File: config.mk
export PLATFORM = sky130hd
export DESIGN_NAME = tile_rev_trace_buffer
export DESIGN_NICKNAME = d
export VERILOG_FILES = /design/src/rtl/tile_rev_trace_buffer_pkg.sv /design/src/rtl/tile_rev_trace_filter.sv /design/src/rtl/tile_rev_trace_buffer.sv
export SDC_FILE = /design/constraint.sdc
export NUM_CORES = 1
export LEC_CHECK = 0
export ABC_AREA = 1
export CAP_MARGIN = 40
export CORE_ASPECT_RATIO = 0.5
export CORE_MARGIN = 2
export CORE_UTILIZATION = 45
export DETAILED_ROUTE_END_ITERATION = 8
export PLACE_DENSITY_LB_ADDON = 0.12
export RECOVER_POWER = 100
export SKIP_CTS_REPAIR_TIMING = 1
export SYNTH_ARGS = -nofsm -noshare
export SYNTH_HDL_FRONTEND = slang
export SYNTH_SLANG_ARGS = --single-unit
File: constraint.sdc
create_clock -name clk_i -period 17.55 [get_ports clk_i]
set_input_delay 3.51 -clock clk_i [delete_from_list [all_inputs] [get_ports clk_i]]
set_output_delay 3.51 -clock clk_i [all_outputs]
set_load 0.005 [all_outputs]
File: src/rtl/tile_rev_trace_buffer_pkg.sv
// Shared layout helpers for the reverse-link trace buffer and its filter.
// Link layout, LSB first: forward bits, return packet, rev.ready_and_rev, rev.v.
package tile_rev_trace_buffer_pkg;

    localparam int ctr_width = 32;

    // Forward channel: address, data, valid and ready.
    function automatic int fwd_width(input int addr_w, input int data_w);
        return addr_w + data_w + 2;
    endfunction

    // Return packet, LSB first: x_cord, y_cord, src_x_cord, src_y_cord, data.
    function automatic int rev_pkt_width(input int data_w, input int x_w, input int y_w);
        return data_w + 2 * x_w + 2 * y_w;
    endfunction

    function automatic int link_sif_width(input int addr_w, input int data_w,
                                          input int x_w, input int y_w);
        return fwd_width(addr_w, data_w) + rev_pkt_width(data_w, x_w, y_w) + 2;
    endfunction

    function automatic int rec_width(input int x_w, input int y_w);
        return ctr_width + 2 * x_w + 2 * y_w;
    endfunction

endpackage

File: src/rtl/tile_rev_trace_filter.sv
// Combinational qualifier: return packet from a vcache row to a tile inside the array window.
module tile_rev_trace_filter #(
    parameter int x_cord_width_p = 4,
    parameter int y_cord_width_p = 4,
    parameter int num_tiles_x_p  = 4,
    parameter int num_tiles_y_p  = 4
) (
    input  logic [x_cord_width_p-1:0] x_cord,
    input  logic [y_cord_width_p-1:0] y_cord,
    input  logic [y_cord_width_p-1:0] src_y_cord,
    output logic                      hit
);

    // Bounds live at 32 bits so 2*num_tiles never wraps in the coordinate width.
    localparam logic [31:0] x_lo    = 32'(num_tiles_x_p);
    localparam logic [31:0] x_hi    = 32'(2 * num_tiles_x_p);
    localparam logic [31:0] y_lo    = 32'(num_tiles_y_p);
    localparam logic [31:0] y_hi    = 32'(2 * num_tiles_y_p);
    localparam logic [31:0] y_north = 32'(num_tiles_y_p - 1);
    localparam logic [31:0] y_south = 32'(2 * num_tiles_y_p);

    logic [31:0] x_ext;
    logic [31:0] y_ext;
    logic [31:0] src_y_ext;

    assign x_ext     = 32'(x_cord);
    assign y_ext     = 32'(y_cord);
    assign src_y_ext = 32'(src_y_cord);

    assign hit = (x_ext >= x_lo) && (x_ext < x_hi)
              && (y_ext >= y_lo) && (y_ext < y_hi)
              && ((src_y_ext == y_north) || (src_y_ext == y_south));

endmodule

File: src/rtl/tile_rev_trace_buffer.sv
// Snoops the endpoint reverse link, queues qualified return events with a timestamp,
// and drains them on a valid/yumi port; overflowing events are counted.
module tile_rev_trace_buffer
    import tile_rev_trace_buffer_pkg::*;
#(
    parameter int addr_width_p   = 32,
    parameter int data_width_p   = 32,
    parameter int x_cord_width_p = 4,
    parameter int y_cord_width_p = 4,
    parameter int num_tiles_x_p  = 4,
    parameter int num_tiles_y_p  = 4,
    parameter int els_p          = 16,
    localparam int link_sif_width_lp =
        link_sif_width(addr_width_p, data_width_p, x_cord_width_p, y_cord_width_p)
) (
    input  logic                         clk_i,
    input  logic                         reset_i,
    input  logic [link_sif_width_lp-1:0] link_sif_i,
    input  logic [link_sif_width_lp-1:0] link_sif_o,
    input  logic [31:0]                  global_ctr_i,
    input  logic                         enable_i,
    output logic                         rec_v_o,
    output logic [31:0]                  rec_ctr_o,
    output logic [x_cord_width_p-1:0]    rec_tile_x_o,
    output logic [y_cord_width_p-1:0]    rec_tile_y_o,
    output logic [x_cord_width_p-1:0]    rec_src_x_o,
    output logic [y_cord_width_p-1:0]    rec_src_y_o,
    input  logic                         rec_yumi_i,
    output logic [31:0]                  drop_count_o,
    output logic                         overflow_o
);

    localparam int fwd_w_lp = fwd_width(addr_width_p, data_width_p);
    localparam int pkt_w_lp = rev_pkt_width(data_width_p, x_cord_width_p, y_cord_width_p);
    localparam int ptr_w_lp = $clog2(els_p);
    localparam int cnt_w_lp = $clog2(els_p + 1);
    localparam int xw = x_cord_width_p;
    localparam int yw = y_cord_width_p;

    typedef struct packed {
        logic [ctr_width-1:0] ctr;
        logic [xw-1:0]        tile_x;
        logic [yw-1:0]        tile_y;
        logic [xw-1:0]        src_x;
        logic [yw-1:0]        src_y;
    } rec_s;

    logic [pkt_w_lp-1:0] pkt;
    logic                rev_v;
    logic                rev_ready;
    logic                hit;
    logic                fire;
    rec_s                new_rec;
    rec_s                head;

    assign pkt       = link_sif_i[fwd_w_lp +: pkt_w_lp];
    assign rev_v     = link_sif_i[link_sif_width_lp-1];
    assign rev_ready = link_sif_o[link_sif_width_lp-2];

    assign new_rec.ctr    = global_ctr_i;
    assign new_rec.tile_x = pkt[0 +: xw];
    assign new_rec.tile_y = pkt[xw +: yw];
    assign new_rec.src_x  = pkt[xw + yw +: xw];
    assign new_rec.src_y  = pkt[2 * xw + yw +: yw];

    logic unused_link;
    assign unused_link = ^{link_sif_i[fwd_w_lp-1:0], link_sif_i[link_sif_width_lp-2],
                           pkt[pkt_w_lp-1 -: data_width_p],
                           link_sif_o[link_sif_width_lp-1], link_sif_o[link_sif_width_lp-3:0]};

    tile_rev_trace_filter #(
        .x_cord_width_p(x_cord_width_p),
        .y_cord_width_p(y_cord_width_p),
        .num_tiles_x_p (num_tiles_x_p),
        .num_tiles_y_p (num_tiles_y_p)
    ) filter (
        .x_cord    (new_rec.tile_x),
        .y_cord    (new_rec.tile_y),
        .src_y_cord(new_rec.src_y),
        .hit       (hit)
    );

    assign fire = enable_i && rev_v && rev_ready && hit;

    rec_s                mem [els_p];
    logic [ptr_w_lp-1:0] wr_ptr;
    logic [ptr_w_lp-1:0] rd_ptr;
    logic [cnt_w_lp-1:0] count;
    logic [31:0]         drop_count_r;
    logic                overflow_r;
    logic                ready;
    logic                pop;
    logic                push;
    logic                drop;

    function automatic logic [ptr_w_lp-1:0] next_ptr(input logic [ptr_w_lp-1:0] p);
        return (p == ptr_w_lp'(els_p - 1)) ? '0 : p + 1'b1;
    endfunction

    assign ready = (count != cnt_w_lp'(els_p));
    assign pop   = rec_yumi_i && rec_v_o;
    // A pop frees the slot the same cycle, so a full buffer still accepts the event.
    assign push  = fire && (ready || pop);
    assign drop  = fire && !ready && !pop;

    always_ff @(posedge clk_i) begin
        if (reset_i) begin
            wr_ptr       <= '0;
            rd_ptr       <= '0;
            count        <= '0;
            drop_count_r <= '0;
            overflow_r   <= 1'b0;
        end else begin
            if (push) wr_ptr <= next_ptr(wr_ptr);
            if (pop)  rd_ptr <= next_ptr(rd_ptr);
            if (push && !pop)      count <= count + 1'b1;
            else if (!push && pop) count <= count - 1'b1;
            if (drop) begin
                overflow_r <= 1'b1;
                if (drop_count_r != 32'hFFFF_FFFF) drop_count_r <= drop_count_r + 32'd1;
            end
        end
    end

    always_ff @(posedge clk_i) begin
        if (push) mem[wr_ptr] <= new_rec;
    end

    assign head         = mem[rd_ptr];
    assign rec_v_o      = (count != '0);
    assign rec_ctr_o    = head.ctr;
    assign rec_tile_x_o = head.tile_x;
    assign rec_tile_y_o = head.tile_y;
    assign rec_src_x_o  = head.src_x;
    assign rec_src_y_o  = head.src_y;
    assign drop_count_o = drop_count_r;
    assign overflow_o   = overflow_r;

endmodule

==> results.json, run 1 <==
{
  "synth.most_common_cell": "edfxtp_1",
  "nets": 2883,
  "post-route-util": 0.519,
  "synth_top_cell_by_area": "edfxtp_1",
  "finalCritPeriodShare": 0.709,
  "place_congestion": 0.784,
  "setup_viol": 0,
  "critPathArrivalTime_ns": 8.93,
  "die_area_mm2": 0.0744,
  "final_area_mm2": 0.0369,
  "grt_pass1_wl_um": 125000,
  "power.total_mw": 4.70,
  "synth_top_cells_by_count": "edfxtp_1, nor2_1, o21ai_0, o221ai_1, nand2_1",
  "drt_iter0_drc": 1858,
  "synth_top_area_frac": 0.711,
  "ios": 350,
  "ys_warn_count": 0,
  "synth.yosys.seq_area_share": 0.742,
  "critPathRequiredTime_ns": 14.04,
  "clkTransAtPathRegs_ns": 0.07,
  "worst_pin_slew_ns": 3.66,
  "hold_viol": 0,
  "yosysUniqueCellTypes": 32,
  "async_reset_ff_frac": 0,
  "ys_top_cells_by_area": "edfxtp_1, o21ai_0, nor2_1, o221ai_1, dfxtp_1",
  "status": "complete, but fails checks",
  "max_freq_ghz": 0.0804,
  "finClkSkew_ns": 0.0266,
  "vias": 20500,
  "synth_fp_nets": 2784,
  "initial_core_util": 0.456,
  "antenna_found_initial": 7,
  "syn_area_per_cell_um2": 12.9,
  "die_w_um": 384,
  "synth_area_mm2": 0.0324,
  "syn_to_final_growth_pct": 13.9,
  "clock_path_buffers": 3,
  "syn-instance-count": 2505,
  "core_area_mm2": 0.0711,
  "path_max_fanout": 135,
  "cp_slowest_cell": "clkinvlp_2",
  "violations": "max-capacitance violations, max-slew violations",
  "cts.sinks": 818,
  "grt_usage": 0.224,
  "tritoncts": "built",
  "ys.flop_type": "edfxtp_1",
  "detail_route.wl_per_cell_um": 23.0,
  "crit_chain": "clkinvlp_2, buf_16, clkbuf_1, buf_12, buf_4, buf_16, o21ai_0, o221ai_1, nand3_1, nand2_1, dlygate4sd3_1",
  "crit-reg2reg-launch": "count[0]$_SDFFE_PP0P_",
  "layout-drive-gt1-share": 0.0489,
  "rsz0062_at_grt": "false",
  "htree_levels": 3,
  "clock_latency_ns": 0.64,
  "cts_root_buffer": "clkbuf_16",
  "die_h_um": 194,
  "crit_type": "reg -> out",
  "overflow": 0,
  "portBuffers": 135,
  "grt_max_degree": 136,
  "synth_edf_count": 768,
  "detailedPlacementHpwl_um": 42600,
  "dr.pass1.iters": 5,
  "first_global_vias": 20200,
  "maxCapViolCount": 27,
  "cp_common_cell": "buf_16",
  "setup_tns_ns": 0,
  "rows": 69,
  "placed_area_mm2": 0.0353,
  "p_per_area_mw_per_mm2": 127,
  "peakVddDrop_mv": 0.0895,
  "fin_crit_ns": 12.44,
  "crit_path_max_incr_delay_ns": 2.31,
  "cp-end-kind": "primary output",
  "start_kind": "flip-flop",
  "wl_um": 83300,
  "cts-buffers-inserted": 74,
  "ant_nets": 0,
  "slew_headroom": -1.44,
  "ys_seq_elements": 818,
  "drcViolationCount": 0,
  "viasPerCell": 5.66,
  "leakage_nw": 11.7,
  "hold_class": "reg -> reg",
  "slew_violations": 978,
  "hp-start": "overflow_o$_SDFFE_PP0P_"
}
[power breakdown]
group	internal (mW)	switching (mW)	leakage, nW
sequential	2.14	0.0471	7.31
combinational	0.360	0.620	3.33
clock	0.823	0.714	1.07
[kinds of logic (layout without fill, tap and decap cells)]
| family | count (synthesis) | after routing | share of synthesized area |
|---|---|---|---|
| AOI/OAI and AO/OA | 654 | 654 | 0.125 |
| xor gates and xnor gates | 4 | 4 | 0.00108 |
| adders and majority gates | 11 | 11 | 0.00448 |
| buffers and inverters | 235 | 391 | 0.0293 |
| DFF | 818 | 818 | 0.742 |
| other | 0 | 4 | 0 |
| and+or+nand+nor | 783 | 783 | 0.0982 |
[final timing paths]
path                                   to  slack [ns]  cells past startpoint
hold / removal    overflow_o$_SDFFE_PP0P_        0.47                      1
setup / recovery           rec_src_x_o[1]        5.11                     11
hold reg to reg   overflow_o$_SDFFE_PP0P_        0.47                      1
setup reg to reg     mem[5][31]$_DFFE_PP_       11.69                      7
[metal layers]
| metal | vias up | GRT usage | part of all wire |
|---|---|---|---|
| met5 | - | 0 | 0.00029 |
| met4 | 4 | 0.0617 | 0.019 |
| met3 | 113 | 0.0423 | 0.062 |
| met2 | 639 | 0.344 | 0.45 |
| met1 | 10200 | 0.327 | 0.47 |
| li1 | 9558 | - | - |
[final cells by class]
type | count | area (um2)
Inverter | 68 | 267
Multi-Input combinational cell | 1452 | 7430
Antenna cell | 4 | 10.0
Tap cell | 958 | 1200
Clock buffer | 100 | 2000
Sequential cell | 818 | 24100
Fill cell | 6120 | 34200
Clock inverter | 33 | 233
Timing Repair Buffer | 190 | 1740
[per-stage QoR]
stage,setup WS (ns),hold slack [ns],instances
2_1_floorplan,9.40,0.459,2505
3_3_place_gp,9.34,0.453,3464
3_5_place_dp,9.77,0.454,3486
4_1_cts,9.07,0.479,3619
5_1_grt,4.44,0.498,3621
6_report,5.11,0.469,3623
[cells in the final DEF, fill, tap and decap left out, drive strengths merged]
cell | synthesis | routed
o21a | 1 | 1
o22ai | 30 | 30
buf | 44 | 18
clkbuf | 123 | 137
edfxtp | 768 | 768
o21bai | 21 | 21
nand2 | 162 | 162
dfxtp | 50 | 50
clkinv | 0 | 25
dlygate4sd3 | 0 | 116
xor2 | 2 | 2
and2 | 1 | 1
diode | 0 | 4
o221ai | 162 | 162
nor2 | 500 | 500
fa | 1 | 1
clkdlybuf4s50 | 0 | 19
clkinvlp | 0 | 5
o211ai | 30 | 30
o21ai | 397 | 397
a21oi | 13 | 13
nand4 | 23 | 23
inv | 68 | 70
ha | 10 | 10
nand3 | 93 | 93
nor3 | 2 | 2
bufinv | 0 | 1
xnor2 | 2 | 2
nand3b | 2 | 2
[critical path: cells and delay by family, from the launching register on]
family | cells | cell delay (ns)
flip-flops | 1 | 1.92
buffers and inverters | 7 | 5.65
AND/OR/NAND/NOR | 2 | 0.22
AO/OA/AOI/OAI | 2 | 0.37
[flip-flops by register name, indices dropped and copies added (netlist names), named ones only]
signal,cells
count,5
rd_ptr,4
mem,768
drop_count_o,32
wr_ptr,4
overflow_o,1
Note: power is estimated with default switching activity, not from simulation.
==> run 2, diff against run 1 <==
==> constraint.sdc (replaced) <==
create_clock -name clk_i -period 12.6 [get_ports clk_i]
set_input_delay 2.52 -clock clk_i [delete_from_list [all_inputs] [get_ports clk_i]]
set_output_delay 2.52 -clock clk_i [all_outputs]
set_load 0.005 [all_outputs]
==> run 2 against run 1 <==
The run still ends with max-capacitance violations, max-slew violations left. Total power grew 41%. Via count grew 0.12%. Clock power grew 46%.
==> results.json, run 2 (same netlist as run 1, synthesis figures left out) <==
{
  "status": "complete, but fails checks",
  "violations": "max-capacitance violations, max-slew violations",
  "wl_um": 82600,
  "layout-drive-gt1-share": 0.0511,
  "clock_path_buffers": 3,
  "crit_path_max_incr_delay_ns": 2.54,
  "rsz0062_at_grt": "false",
  "clock_latency_ns": 0.63,
  "max_freq_ghz": 0.109,
  "maxCapViolCount": 23,
  "p_sw_frac": 0.288,
  "grt_usage": 0.221,
  "first_global_vias": 20000,
  "detailedPlacementHpwl_um": 41600,
  "drt_iter0_drc": 1890,
  "critPathRequiredTime_ns": 10.08,
  "finalCritPeriodShare": 0.727,
  "fin_crit_ns": 9.17,
  "top_register": "mem",
  "final_area_mm2": 0.0371,
  "comb_power_share": 0.205,
  "p_clk_frac": 0.338,
  "slew_violations": 782,
  "core_area_mm2": 0.0711,
  "clkTransAtPathRegs_ns": 0.06,
  "peakVddDrop_mv": 0.126,
  "finClkSkew_ns": 0.0203,
  "cp-end-kind": "primary output",
  "cts.sinks": 818,
  "p_per_area_mw_per_mm2": 179,
  "place_congestion": 0.768,
  "portBuffers": 135,
  "hold_class": "reg -> reg",
  "die_area_mm2": 0.0744,
  "setup_viol": 0,
  "p_sw_mw": 1.92,
  "largest_reg_flops": 768,
  "final_cell_mix": "edfxtp_1, nor2_1, o21ai_0",
  "slew_headroom": -1.55,
  "detail_route.wl_per_cell_um": 22.8,
  "ant_nets": 0,
  "antenna_found_initial": 6,
  "dp_cells": 3482,
  "worst_pin_slew_ns": 3.83,
  "ios": 350,
  "cp_slowest_cell": "clkbuf_1",
  "start_kind": "flip-flop",
  "setup_tns_ns": 0,
  "grt_max_degree": 226,
  "syn_to_final_growth_pct": 14.4,
  "tritoncts": "built",
  "critPathArrivalTime_ns": 6.65,
  "cts-buffers-inserted": 75,
  "grt_pass1_wl_um": 124000,
  "instances_no_fill": 3621,
  "overflow": 0,
  "internal-power_mw": 4.73,
  "final_common_cell": "edfxtp_1",
  "crit_chain": "clkbuf_1, o21ai_0, o221ai_1, nand3_1, nand2_1, dlygate4sd3_1",
  "viasPerCell": 5.67,
  "maxUsedRoutingLayer": "met5",
  "power.total_mw": 6.65,
  "path_max_fanout": 70,
  "wl_met1_um": 38600,
  "initial_core_util": 0.456,
  "cts_root_buffer": "clkbuf_16",
  "wl_met2_um": 37200,
  "wl_met3_um": 5400,
  "dr.pass1.iters": 5,
  "rows": 69,
  "leakage_nw": 11.8,
  "drcViolationCount": 0,
  "hold_viol": 0,
  "seqPwrFrac": 0.457,
  "worst_hold_slack_ns": 0.465,
  "placed_area_mm2": 0.0352,
  "die_w_um": 384,
  "nets": 2880,
  "die_h_um": 194,
  "htree_levels": 3,
  "vias": 20500,
  "crit_type": "reg -> out"
}
## run 2: power groups by stage
stage / registers, mW / logic, mW / clock network (mW)
floorplan: 3.05 / 0.871 / 0
global placement: 3.10 / 1.34 / 0
detailed placement: 3.10 / 1.40 / 0
CTS: 3.04 / 1.41 / 2.28
global route: 3.04 / 1.52 / 2.39
finish: 3.04 / 1.36 / 2.25
## run 2: worst max-delay path, delay by kind of cell, from the launching register on
| kind | cells | cell delay (ns) |
|---|---|---|
| buffers and inverters | 2 | 3.13 |
| DFF | 1 | 1.75 |
| AOI/OAI and AO/OA | 2 | 0.79 |
| and+or+nand+nor | 2 | 0.31 |
## run 2: per-stage QoR
step / setup slack, ns / util
2_1_floorplan: 5.44 / -
3_3_place_gp: 5.82 / 0.487
3_5_place_dp: 5.89 / 0.495
4_1_cts: 5.84 / 0.528
5_1_grt: 3.00 / 0.522
6_report: 3.43 / 0.522
## run 2: area by class of cell
type / instances / area [um2]
timing repair buffer: 186 / 1750
clock buffer: 99 / 2020
inverter: 68 / 273
antenna: 3 / 7.51
clock inverter: 37 / 355
sequential: 818 / 24100
tap: 958 / 1200
fill: 6077 / 34000
multi-input combinational: 1452 / 7430
## run 2: path summary, 6_finish.rpt
kind | cells past startpoint | slack [ns] | startpoint | endpoint
worst min register to register | 1 | 0.47 | overflow_o$_SDFFE_PP0P_ | overflow_o$_SDFFE_PP0P_
worst max register to register | 8 | 6.57 | count[0]$_SDFFE_PP0P_ | mem[7][32]$_DFFE_PP_
worst min-delay path | 1 | 0.47 | overflow_o$_SDFFE_PP0P_ | overflow_o$_SDFFE_PP0P_
worst max-delay path | 6 | 3.43 | flip-flop | rec_tile_y_o[3]
## run 2: metal layers
layer	global-route usage	up-vias
met3	0.0449	121
met4	0.0475	4
met5	0	-
met1	0.325	10200
met2	0.341	620
li1	-	9556
==> run 3, diff against run 2 <==
==> constraint.sdc (replaced) <==
create_clock -name clk_i -period 8.9 [get_ports clk_i]
set_input_delay 1.78 -clock clk_i [delete_from_list [all_inputs] [get_ports clk_i]]
set_output_delay 1.78 -clock clk_i [all_outputs]
set_load 0.005 [all_outputs]
==> run 3 against run 2 <==
The run still ends with max-capacitance violations, max-slew violations left. Routed wire length fell by 0.65%. First-iteration DRC count up 9.9%. Non-clock buffer count increased by 1. Clock-buffer cell count is 11 lower. Largest power group unchanged.
==> results.json, run 3 (same netlist as run 1, synthesis figures left out) <==
{
  "dp_cells": 3483,
  "nets": 2879,
  "rsz0062_at_grt": "false",
  "cts-buffers-inserted": 73,
  "hold_class": "reg -> reg",
  "placed_area_mm2": 0.0352,
  "top_register": "mem",
  "setup_tns_ns": 0,
  "cts.sinks": 818,
  "viasPerCell": 5.67,
  "r2r_setup_slack_ns": 3.85,
  "core_area_mm2": 0.0711,
  "hp-start": "overflow_o$_SDFFE_PP0P_",
  "finClkSkew_ns": 0.0184,
  "r2r-end": "mem[3][32]$_DFFE_PP_",
  "vias": 20500,
  "peakVddDrop_mv": 0.183,
  "die_h_um": 194,
  "grt_pass1_wl_um": 124000,
  "slew_headroom": -1.47,
  "holdPathEnd": "overflow_o$_SDFFE_PP0P_",
  "critPathArrivalTime_ns": 7.22,
  "status": "complete, but fails checks",
  "hold_viol": 0,
  "slew_violations": 643,
  "cts_root_buffer": "clkbuf_16",
  "final_cell_mix": "edfxtp_1, nor2_1, o21ai_0",
  "ant_nets": 0,
  "clock_latency_ns": 0.62,
  "initial_core_util": 0.456,
  "largest_reg_flops": 768,
  "worst_slack_ns": 1.86,
  "p_per_area_mw_per_mm2": 251,
  "place_congestion": 0.772,
  "fin_crit_ns": 7.04,
  "max_freq_ghz": 0.142,
  "dr.pass1.iters": 5,
  "finalCritPeriodShare": 0.791,
  "overflow": 0,
  "drt_iter0_drc": 2077,
  "drcViolationCount": 0,
  "final_area_mm2": 0.0371,
  "cp-end-kind": "flip-flop",
  "syn_to_final_growth_pct": 14.3,
  "leakage_nw": 11.8,
  "grt_usage": 0.221,
  "crit_type": "in -> reg",
  "detailedPlacementHpwl_um": 42200,
  "start_kind": "input port",
  "detail_route.wl_per_cell_um": 22.7,
  "critPathRequiredTime_ns": 9.08,
  "worst_hold_slack_ns": 0.468,
  "layout-drive-gt1-share": 0.0550,
  "final_common_cell": "edfxtp_1",
  "clock_path_buffers": 3,
  "antenna_found_initial": 5,
  "ios": 350,
  "die_area_mm2": 0.0744,
  "min_path_cells": 1,
  "grt_max_degree": 229,
  "path_max_fanout": 27,
  "r2r_cells": 8,
  "crit-reg2reg-launch": "count[0]$_SDFFE_PP0P_",
  "clkTransAtPathRegs_ns": 0.06,
  "instances_no_fill": 3613,
  "rows": 69,
  "maxCapViolCount": 17,
  "htree_levels": 3,
  "portBuffers": 135,
  "worst_pin_slew_ns": 3.70,
  "dpl_worst_slack_ns": 3.00,
  "tritoncts": "built",
  "violations": "max-capacitance violations, max-slew violations",
  "die_w_um": 384,
  "setup_viol": 0,
  "wl_um": 82000,
  "first_global_vias": 19700
}
run 3: power breakdown:
part | leakage, nW | switching, mW | internal [mW] | total (mW)
clock network | 1.11 | 1.37 | 1.69 | 3.07
logic | 3.39 | 1.25 | 0.699 | 1.95
registers | 7.31 | 0.0709 | 4.22 | 4.29
total | 11.8 | 2.70 | 6.61 | 9.31
run 3: through the flow:
stage | utilization | total power, mW
floorplan | - | 5.55
global placement | 0.487 | 6.31
detailed placement | 0.494 | 6.38
CTS | 0.526 | 9.43
global route | 0.521 | 9.77
finish | 0.521 | 9.31
run 3: area by class of cell:
type / count / area (um2)
Tap cell: 958 / 1200
Clock buffer: 88 / 1970
Sequential cell: 818 / 24100
Timing Repair Buffer: 187 / 1830
Fill cell: 6038 / 34100
Inverter: 68 / 267
Antenna cell: 2 / 5.00
Clock inverter: 40 / 293
Multi-Input combinational cell: 1452 / 7410
run 3: worst max-delay path by stage:
stage | from | endpoint | slack, ns | cells after the start
after floorplan | link_sif_i[78] | mem[7][0]$_DFFE_PP_ | 2.48 | 7
after global placement | link_sif_i[81] | mem[8][38]$_DFFE_PP_ | 2.88 | 8
after detailed placement | link_sif_i[79] | mem[2][27]$_DFFE_PP_ | 3.00 | 8
after CTS | flip-flop | rec_src_x_o[1] | 3.07 | 9
after global routing | flip-flop | rec_ctr_o[25] | 1.55 | 7
final | link_sif_i[79] | mem[3][32]$_DFFE_PP_ | 1.86 | 9
run 3: worst max-delay path, stage by stage:
cell	delay, ns
dlygate4sd3_1	0.96
nand3_1	0.15
nand2_1	0.20
nand3_1	0.15
nor2_1	0.44
nand2_1	0.28
nor2_4	0.14
clkbuf_1	1.28
clkbuf_1	1.78
run 3: routing by layer:
metal  vias up  wire (um)  global-route usage
met3       104       5530              0.0381
li1       9537          -                   -
met4         4       1330              0.0484
met5         -         24                   0
met1     10200      37600               0.330
met2       658      37500               0.339
